[config.mk]
export PLATFORM = sky130hd
export DESIGN_NAME = pwm_duty_decoder
export DESIGN_NICKNAME = d
export VERILOG_FILES = /design/src/rtl/pwm_duty_decoder.sv
export SDC_FILE = /design/constraint.sdc
export NUM_CORES = 1
export LEC_CHECK = 0
export CORE_MARGIN = 2
export CORE_UTILIZATION = 25
export DETAILED_ROUTE_END_ITERATION = 7
export GPL_TIMING_DRIVEN = 0
export PLACE_DENSITY = 0.49
export SLEW_MARGIN = 10
export SYNTH_ARGS = -nofsm -noshare
export SYNTH_HDL_FRONTEND = slang
export SYNTH_SLANG_ARGS = --single-unit
[constraint.sdc]
create_clock -name clk -period 7.2 [get_ports clk]
set_input_delay 2.16 -clock clk [delete_from_list [all_inputs] [get_ports clk]]
set_output_delay 2.16 -clock clk [all_outputs]
set_load 0.03 [all_outputs]
[src/rtl/pwm_duty_decoder.sv]
// PWM duty decoder: measures rising-to-rising period and high time of an async PWM
// input, rounds the duty to tenths and flags a stuck input. Optional glitch filter: PWM_DECODE_FILTER_EN.
module pwm_duty_decoder #(
    parameter logic [19:0] TIMEOUT = 20'd200000
) (
    input  logic        clk,
    input  logic        rst_n,
    input  logic        pwm_in,
    output logic [3:0]  speed,
    output logic [19:0] period,
    output logic [19:0] high_time,
    output logic        valid,
    output logic        stalled
);

    typedef enum logic [1:0] {WAIT_FIRST, MEASURE, COMPUTE} state_t;

    localparam logic [19:0] CNT_MAX  = 20'hFFFFF;
    localparam logic [19:0] STALL_AT = TIMEOUT - 20'd1;
    localparam logic [3:0]  K_MAX    = 4'd10;

    state_t      state, state_nxt;
    logic [1:0]  sync_q;
    logic        sig, sig_d, rise;
    logic [19:0] per_cnt, hi_cnt, idle_cnt;
    logic [19:0] cmp_per, cmp_hi;
    logic [19:0] pend_per, pend_hi;
    logic        pend;
    logic [24:0] acc, h20;
    logic [3:0]  k, k_res;
    logic        hit, full, stall_hit;
    logic        start_cur, start_pend, done, do_stall;

    // ---------------------------------------------------------------
    // Input synchronizer and optional glitch filter
    // ---------------------------------------------------------------
    always_ff @(posedge clk or negedge rst_n) begin
        if (!rst_n) sync_q <= 2'b00;
        else        sync_q <= {sync_q[0], pwm_in};
    end

`ifdef PWM_DECODE_FILTER_EN
    logic [2:0] hist;
    logic       lvl;

    always_ff @(posedge clk or negedge rst_n) begin
        if (!rst_n) begin
            hist <= 3'b000;
            lvl  <= 1'b0;
        end else begin
            hist <= {hist[1:0], sync_q[1]};
            lvl  <= sig;
        end
    end

    // Level moves only once the current sample and the three before it agree.
    always_comb begin
        sig = lvl;
        if (&{hist, sync_q[1]})       sig = 1'b1;
        else if (~|{hist, sync_q[1]}) sig = 1'b0;
    end
`else
    assign sig = sync_q[1];
`endif

    always_ff @(posedge clk or negedge rst_n) begin
        if (!rst_n) sig_d <= 1'b0;
        else        sig_d <= sig;
    end

    assign rise = sig & ~sig_d;

    // ---------------------------------------------------------------
    // Duty arithmetic: 20*high against (2k-1)*period, period added twice per step
    // ---------------------------------------------------------------
    assign h20       = {1'b0, cmp_hi, 4'd0} + {3'd0, cmp_hi, 2'd0};
    assign hit       = (h20 >= acc);
    assign full      = (cmp_hi >= cmp_per);
    assign stall_hit = (idle_cnt == STALL_AT);

    always_comb begin
        k_res = k - 4'd1;
        if (full)     k_res = K_MAX;
        else if (hit) k_res = k;
    end

    // ---------------------------------------------------------------
    // FSM
    // ---------------------------------------------------------------
    always_ff @(posedge clk or negedge rst_n) begin
        if (!rst_n) state <= WAIT_FIRST;
        else        state <= state_nxt;
    end

    always_comb begin
        state_nxt  = state;
        start_cur  = 1'b0;
        start_pend = 1'b0;
        done       = 1'b0;
        do_stall   = 1'b0;
        case (state)
            WAIT_FIRST: begin
                if (rise)           state_nxt = MEASURE;
                else if (stall_hit) do_stall  = 1'b1;
            end
            MEASURE: begin
                if (pend) begin
                    start_pend = 1'b1;
                    state_nxt  = COMPUTE;
                end else if (rise) begin
                    start_cur = 1'b1;
                    state_nxt = COMPUTE;
                end else if (stall_hit) begin
                    do_stall  = 1'b1;
                    state_nxt = WAIT_FIRST;
                end
            end
            COMPUTE: begin
                if (full || !hit || k == K_MAX) begin
                    done      = 1'b1;
                    state_nxt = MEASURE;
                end
            end
            default: state_nxt = WAIT_FIRST;
        endcase
    end

    // ---------------------------------------------------------------
    // Measurement counters; the edge cycle itself counts as 1 period, 1 high
    // ---------------------------------------------------------------
    always_ff @(posedge clk or negedge rst_n) begin
        if (!rst_n) begin
            per_cnt  <= '0;
            hi_cnt   <= '0;
            idle_cnt <= '0;
        end else begin
            if (rise)                    idle_cnt <= '0;
            else if (idle_cnt != CNT_MAX) idle_cnt <= idle_cnt + 20'd1;

            if (rise) begin
                per_cnt <= 20'd1;
                hi_cnt  <= 20'd1;
            end else if (state != WAIT_FIRST) begin
                if (per_cnt != CNT_MAX)       per_cnt <= per_cnt + 20'd1;
                if (sig && hi_cnt != CNT_MAX) hi_cnt  <= hi_cnt + 20'd1;
            end
        end
    end

    // An edge landing while the divider is busy is snapshotted so its
    // period stays exact; it is processed on the first MEASURE cycle.
    always_ff @(posedge clk or negedge rst_n) begin
        if (!rst_n) begin
            pend     <= 1'b0;
            pend_per <= '0;
            pend_hi  <= '0;
        end else if (rise && (state == COMPUTE || (state == MEASURE && pend))) begin
            pend     <= 1'b1;
            pend_per <= per_cnt;
            pend_hi  <= hi_cnt;
        end else if (start_pend) begin
            pend     <= 1'b0;
        end
    end

    always_ff @(posedge clk or negedge rst_n) begin
        if (!rst_n) begin
            cmp_per <= '0;
            cmp_hi  <= '0;
            acc     <= '0;
            k       <= '0;
        end else if (start_cur) begin
            cmp_per <= per_cnt;
            cmp_hi  <= hi_cnt;
            acc     <= {5'd0, per_cnt};
            k       <= 4'd1;
        end else if (start_pend) begin
            cmp_per <= pend_per;
            cmp_hi  <= pend_hi;
            acc     <= {5'd0, pend_per};
            k       <= 4'd1;
        end else if (state == COMPUTE && !done) begin
            acc     <= acc + {4'd0, cmp_per, 1'b0};
            k       <= k + 4'd1;
        end
    end

    // ---------------------------------------------------------------
    // Outputs
    // ---------------------------------------------------------------
    always_ff @(posedge clk or negedge rst_n) begin
        if (!rst_n) begin
            speed     <= '0;
            period    <= '0;
            high_time <= '0;
            valid     <= 1'b0;
            stalled   <= 1'b0;
        end else begin
            valid <= done | do_stall;
            if (done) begin
                speed     <= k_res;
                period    <= cmp_per;
                high_time <= cmp_hi;
            end else if (do_stall) begin
                speed     <= sig ? K_MAX : 4'd0;
                period    <= '0;
                high_time <= '0;
                stalled   <= 1'b1;
            end
            if (rise) stalled <= 1'b0;
        end
    end

endmodule

==> results of run 1 <==
==> state kept, by name (all words and copies together), names as in the netlist, 2 cells and up <==
name,cells
high_time,20
cmp_per,20
cmp_hi,20
period,20
state,2
sync_q,2
acc,25
hi_cnt,20
idle_cnt,20
pend_per,20
per_cnt,20
speed,4
k,4
pend_hi,20
==> metrics by stage <==
stage	setup TNS (ps)	cells	total power, mW	setup WS (ps)	hold slack, ps
final	0	2129	6.615	1253	361.3
after global routing	0	2129	7.147	976.4	364.2
after CTS	0	2129	6.639	1265	361.7
after detailed placement	0	2086	5.330	1312	347.7
after global placement	-1302140	2084	5.277	-5920	340.9
after floorplan	0	1364	4.283	2608	331.2
==> logic make-up (layout without fill, tap and decap cells) <==
kind of cell             after synthesis  count (layout)  synth area share, %
flip-flops                           221             221                43.59
XOR/XNOR                              78              78                5.384
adder cells (fa/ha/maj)               89              89                8.895
AND/OR/NAND/NOR                      503             503                18.63
buffers and inverters                124             217                4.013
AO/OA/AOI/OAI                        306             306                15.73
multiplexers                          43              43                3.767
==> cell type report <==
class	count	share of cell area, %
multi-input combinational	1019	44.70
clock buffer	40	5.275
timing repair buffer	50	3.634
inverter	67	1.699
tap	672	5.653
sequential	221	37.18
buffer	57	1.725
clock inverter	3	0.1262
==> layer usage <==
metal  vias to the layer above  GRT usage, %
met5                         -             0
met4                         0         4.160
met3                        60         2.316
met2                       230         23.37
met1                      5179         20.32
li1                       5030             -
==> placed cells by master (no fill, tap or decap), drive strengths merged, types with 3 or more instances in the layout <==
cell type	netlist	routed
a211oi	6	6
a21boi	5	5
a21o	25	25
a21oi	67	67
a221oi	3	3
a22oi	5	5
a31oi	44	44
and2	3	3
and3	17	17
and4	10	10
buf	20	23
clkbuf	37	77
clkdlybuf4s50	0	47
clkinv	1	3
dfrtp	221	221
ha	87	87
inv	66	67
mux2	38	38
mux2i	5	5
nand2	164	164
nand2b	11	11
nand3	72	72
nand4	29	29
nor2	142	142
nor2b	10	10
nor3	15	15
nor4	6	6
o211ai	18	18
o21a	9	9
o21ai	76	76
o21bai	5	5
o221ai	9	9
o31a	7	7
o31ai	7	7
or2	5	5
or3	7	7
xnor2	33	33
xor2	45	45
==> critical path, stage by stage, from the launching register on <==
cell and delay, ps:
dfrtp_1 490, ha_1 230, inv_1 60, fa_1 410, nor2b_1 160, o31a_1 190, o211ai_1 140, a21oi_1 270
and4bb_2 310, o311ai_0 360, o211ai_1 190, xnor2_1 160, ha_1 310, nand4_1 120, or2_1 300, a2111o_1 300
a31oi_1 300, nor3_2 110, nor3_4 510, nor2_2 200, clkinv_2 220, buf_2 320, a31oi_1 130
==> power breakdown <==
part / switching [mW] / total, mW / leakage, nW / internal [mW]
sequential: 0.376 / 1.93 / 2.89 / 1.56
clock: 0.531 / 1.27 / 0.396 / 0.741
combinational: 2.01 / 3.41 / 3.42 / 1.40
total: 2.92 / 6.61 / 6.71 / 3.70
==> worst paths after layout <==
check / start / endpoint / depth (start not counted)
min reg2reg: sync_q[0] / sync_q[1] / 0
max in group asynchronous: rst_n / pend_hi[9] / 3
max: cmp_hi[2] / acc[10] / 22
max reg2reg: cmp_hi[2] / acc[10] / 22
min: sync_q[0] / sync_q[1] / 0
min in group asynchronous: rst_n / per_cnt[19] / 1
==> metrics.csv, run 1 <==
stage,metric,value,unit
outcome,outcome,completed,
grt,grt_max_degree,91,
sta,tightest_slew,1135,ps
layout,layout.nets,1534,
power_and_ir_drop,powerDensity,444.7,mW/mm^2
place,gp_congestion,0.8669,
sta,hold_viol,0,
sta,slew_headroom,24.31,%
detailed_routing,wl_met1,18430,um
logic_synthesis,post-synth-top-area-fraction,43.59,%
logic_synthesis,syn_nets,1456,
floorplanning,fp.dieW,229.3,um
setup_path,crit_path_end_kind,flip-flop,
layout,multi_input_area,0.006649,mm^2
logic_synthesis,syn-cell-area,0.01269,mm^2
floorplanning,ios,49,
setup_path,cp-start-kind,flip-flop,
sta,setup_violations,0,
setup_path,required,7610,ps
detailed_routing,via_count,10500,
place,placed_area,0.01407,mm^2
layout,ff_latch_area,0.005530,mm^2
place,dp_hpwl,29050,um
power_and_ir_drop,p_leak,6.710,nW
logic_synthesis,ys.flop_type,dfrtp_1,
logic_synthesis,post-synth-top-count-cell,dfrtp_1,
logic_synthesis,synth.largest_area_cell,dfrtp_1,
floorplanning,initial_core_util,25.29,%
logic_synthesis,ys_ff_latch,221,
detailed_routing,wire_per_inst,18.03,um
setup_path,critPathKind,flip-flop to flip-flop,
detailed_routing,routed_wirelength,38380,um
layout,antenna_cells,0,
cts,cts_htree_levels,1,
detailed_routing,dr.max_layer_used,met4,
grt,grt_pass1_wl,60320,um
cts,cts_buffers,26,
logic_synthesis,ys_types,74,
hold_path,hold_path.class,flip-flop to flip-flop,
layout,syn_to_final_growth,17.22,%
cts,cts_buffer_depth,3,
cts,ctsHoldBuffers,0,
detailed_routing,drc,0,
logic_synthesis,seq_area_frac_synth,43.59,%
logic_synthesis,syn_area_per_cell,9.302,um^2
grt,grt_usage,14.60,%
cts,cts_resized,0,
detailed_routing,wl_met3,1586,um
layout,utilization,29.64,%
grt,grt_pass1_vias,10380,
logic_synthesis,async_flop_share,100.0,%
setup_path,r2r_slack,1250,ps
logic_synthesis,syn_inst,1364,
logic_synthesis,synthTopCellsByCount,"221 x dfrtp_1, 164 x nand2_1, 141 x nor2_1",
detailed_routing,route.antenna.remaining_nets,0,
detailed_routing,firstDrtPassIters,5,
floorplanning,die_y,229.3,um
sta,max_freq,0.1681,GHz
place,io_buffers,48,
detailed_routing,route.met2.wl,17230,um
logic_synthesis,ys_top_cells_by_area,"dfrtp_1 44%, ha_1 8.6%, nand2_1 4.9%",
cts,clk_pin_slew_worst_paths,60,ps
grt,grt_overflow,0,
floorplanning,design.die.area,0.05257,mm^2
logic_synthesis,synth_edf_count,0,
sta,rsz0062_at_grt,no,
sta,period_share,82.60,%
layout,layout-drive-gt1-share,7.481,%
detailed_routing,drtIter0Drc,609,
sta,finClkSkew,14.71,ps
sta,slew_violations,0,
job,max_cap_violations,0,
setup_path,worst-path-max-fanout,10,
cts,numClockSinks,221,
cts,postCtsSetupBuffers,0,
detailed_routing,vias_per_cell,4.931,
floorplanning,rows,82,
setup_path,cp_data_arrival_time,6360,ps
layout,nFillCells,5214,
layout,final_area,0.01487,mm^2
logic_synthesis,synth_warnings,0,
cts,cts_tree,yes,
grt,antenna_found_initial,0,
floorplanning,core,0.05017,mm^2
sta,min_period,5947,ps
cts,insertion_delay,550,ps
power_and_ir_drop,ir_drop,0.1796,mV
cts,cts_root_buffer,clkbuf_16,
Power figures use the tool's default switching activity.
==> inputs of run 2 (changes only) <==
clock period = 5.8 ns   (was 7.2 ns; I/O delays follow)
==> run 2 against run 1 <==
Compared with the run above:
- worst setup slack worse by 960 ps
- power is 24% higher
- clock power is 24% higher
- first-iteration DRC count is 5.7% lower
- critical path depth is 1 higher
- critical endpoint is now period[2]
- largest power group unchanged
==> metrics.csv, run 2 (synthesis gave the netlist of run 1 again) <==
stage,metric,value,unit
layout,antenna_cells,0,
layout,utilization,29.71,%
power_and_ir_drop,p_seq_share,29.2,%
grt,antenna_found_initial,0,
cts,numClockSinks,221,
grt,grt_pass1_wl,60400,um
detailed_routing,drtIter0Drc,574,
hold_path,hold_path.class,flip-flop to flip-flop,
sta,min_period,5504,ps
setup_path,critPathKind,flip-flop to flip-flop,
floorplanning,ios,49,
power_and_ir_drop,p_int,4.603,mW
cts,cts_buffer_depth,3,
power_and_ir_drop,power_switching,3.630,mW
place,io_buffers,48,
sta,slew_headroom,24.17,%
layout,syn_to_final_growth,17.49,%
floorplanning,design.die.area,0.05257,mm^2
sta,hold_viol,0,
setup_path,crit_family,compound AO/OA/AOI/OAI gates,
detailed_routing,vias_per_cell,4.909,
setup_path,worst-path-max-fanout,10,
setup_path,crit_path_top_delay_cell,dfrtp_2,
detailed_routing,wire_per_inst,18.03,um
setup_path,crit_path_max_incr_delay,450,ps
grt,grt_usage,14.63,%
setup_path,crit_chain,ha_1 > inv_1 > fa_1 > nor2b_1 > o31a_1 > o211ai_1 > a21oi_1 > and4bb_2 > o311ai_0 > o211ai_1 > xnor2_1 > ha_1 > nand4_1 > or2_1 > a2111o_1 > a31oi_2 > nor3_2 > buf_2 > o31ai_2 > buf_4 > buf_4 > nand3_1 > o21ai_0,
place,placed_area,0.01407,mm^2
layout,layout.nets,1537,
sta,finClkSkew,11.12,ps
setup_path,required,6250,ps
cts,clk_pin_slew_worst_paths,60,ps
floorplanning,die_y,229.3,um
place,gp_congestion,0.8669,
sta,setup_tns,0,ps
floorplanning,initial_core_util,25.29,%
power_and_ir_drop,finalPower,8.232,mW
power_and_ir_drop,powerDensity,552.2,mW/mm^2
place,placedCellCount,2086,
layout,nFillCells,5213,
cts,insertion_delay,550,ps
detailed_routing,via_count,10470,
setup_path,cp_data_arrival_time,5960,ps
grt,grt_pass1_vias,10400,
sta,period_share,94.90,%
cts,cts_root_buffer,clkbuf_16,
cts,cts_tree,yes,
job,max_cap_violations,0,
power_and_ir_drop,p_leak,6.723,nW
place,dp_hpwl,29050,um
floorplanning,core,0.05017,mm^2
layout,layout-drive-gt1-share,7.877,%
detailed_routing,route.antenna.remaining_nets,0,
power_and_ir_drop,power_frac_comb,51.6,%
power_and_ir_drop,switching_share,44.09,%
layout,regMostFlops,acc,
detailed_routing,drc,0,
grt,grt_overflow,0,
layout,final_common_cell,dfrtp_1,
sta,max_freq,0.1817,GHz
cts,cts_htree_levels,1,
floorplanning,rows,82,
sta,slew_violations,0,
detailed_routing,firstDrtPassIters,5,
layout,final_area,0.01491,mm^2
detailed_routing,routed_wirelength,38440,um
layout,stdcell_count,2132,
layout,layout_common_cells,"220 x dfrtp_1, 164 x nand2_1, 141 x nor2_1",
setup_path,crit_path_end_kind,flip-flop,
sta,setup_violations,0,
floorplanning,fp.dieW,229.3,um
cts,ctsHoldBuffers,0,
grt,grt_max_degree,91,
outcome,outcome,completed,
power_and_ir_drop,clock_power_share,19.2,%
layout,largest_reg_flops,25,
setup_path,cp-start-kind,flip-flop,
sta,tightest_slew,1137,ps
setup_path,path_buf_inv,4,
power_and_ir_drop,ir_drop,0.2220,mV
cts,cts_buffers,26,
run 2: cell count changes in the layout (fill, tap and decap cells not counted):
cell,previous run,this run
a31oi_2,0,1
dfrtp_1,221,220
buf_4,5,8
a31oi_1,44,43
dfrtp_2,0,1
o31ai_1,6,5
o31ai_2,1,2
run 2: power groups by stage:
stage	Sequential [mW]	Clock (mW)	Combinational [mW]
3_3_place_gp	2.42	0	4.13
2_1_floorplan	2.43	0	2.88
5_1_grt	2.45	1.69	4.76
4_1_cts	2.40	1.62	4.22
3_5_place_dp	2.42	0	4.19
6_report	2.40	1.58	4.25
run 2: final cells by class:
class                      instances  area, um^2  area share [%]
inverter                          67       252.7           1.695
clock buffer                      40       784.5           5.262
multi-input combinational       1019        6660           44.67
timing repair buffer              53       563.0           3.777
sequential                       221        5532           37.10
tap                              672       840.8           5.640
clock inverter                     3       18.77          0.1259
buffer                            57       256.5           1.721
run 2: stage by stage:
step | setup WS, ps | hold WS [ps]
2_1_floorplan | 1208 | 331.2
4_1_cts | 58.57 | 361.7
3_3_place_gp | -6900 | 340.9
3_5_place_dp | -88.47 | 347.7
5_1_grt | -19.56 | 364.2
6_report | 295.8 | 361.3
run 2: final timing paths:
kind | startpoint | to | cells after the start | slack [ps]
setup / recovery | cmp_hi[2] | period[2] | 23 | 300
hold / removal | sync_q[0] | sync_q[1] | 0 | 360
setup reg to reg | cmp_hi[2] | period[2] | 23 | 300
hold reg to reg | sync_q[0] | sync_q[1] | 0 | 360
max in group asynchronous | rst_n | pend_hi[11] | 3 | 3500
min in group asynchronous | rst_n | per_cnt[19] | 1 | 1160
run 2: metal layers:
layer  GRT usage [%]  vias up  routed length [um]
met1           20.37     5163               18490
met3           2.328       58                1543
li1                -     5028                   -
met5               0        -                   0
met2           23.33      216               17260
met4           4.322        0                1147
run 2: repair_timing:
action                     CTS  global route
setup endpoints to repair   17            52
resized for setup            0             3
pin swaps                    1             0
buffers inserted             1             2
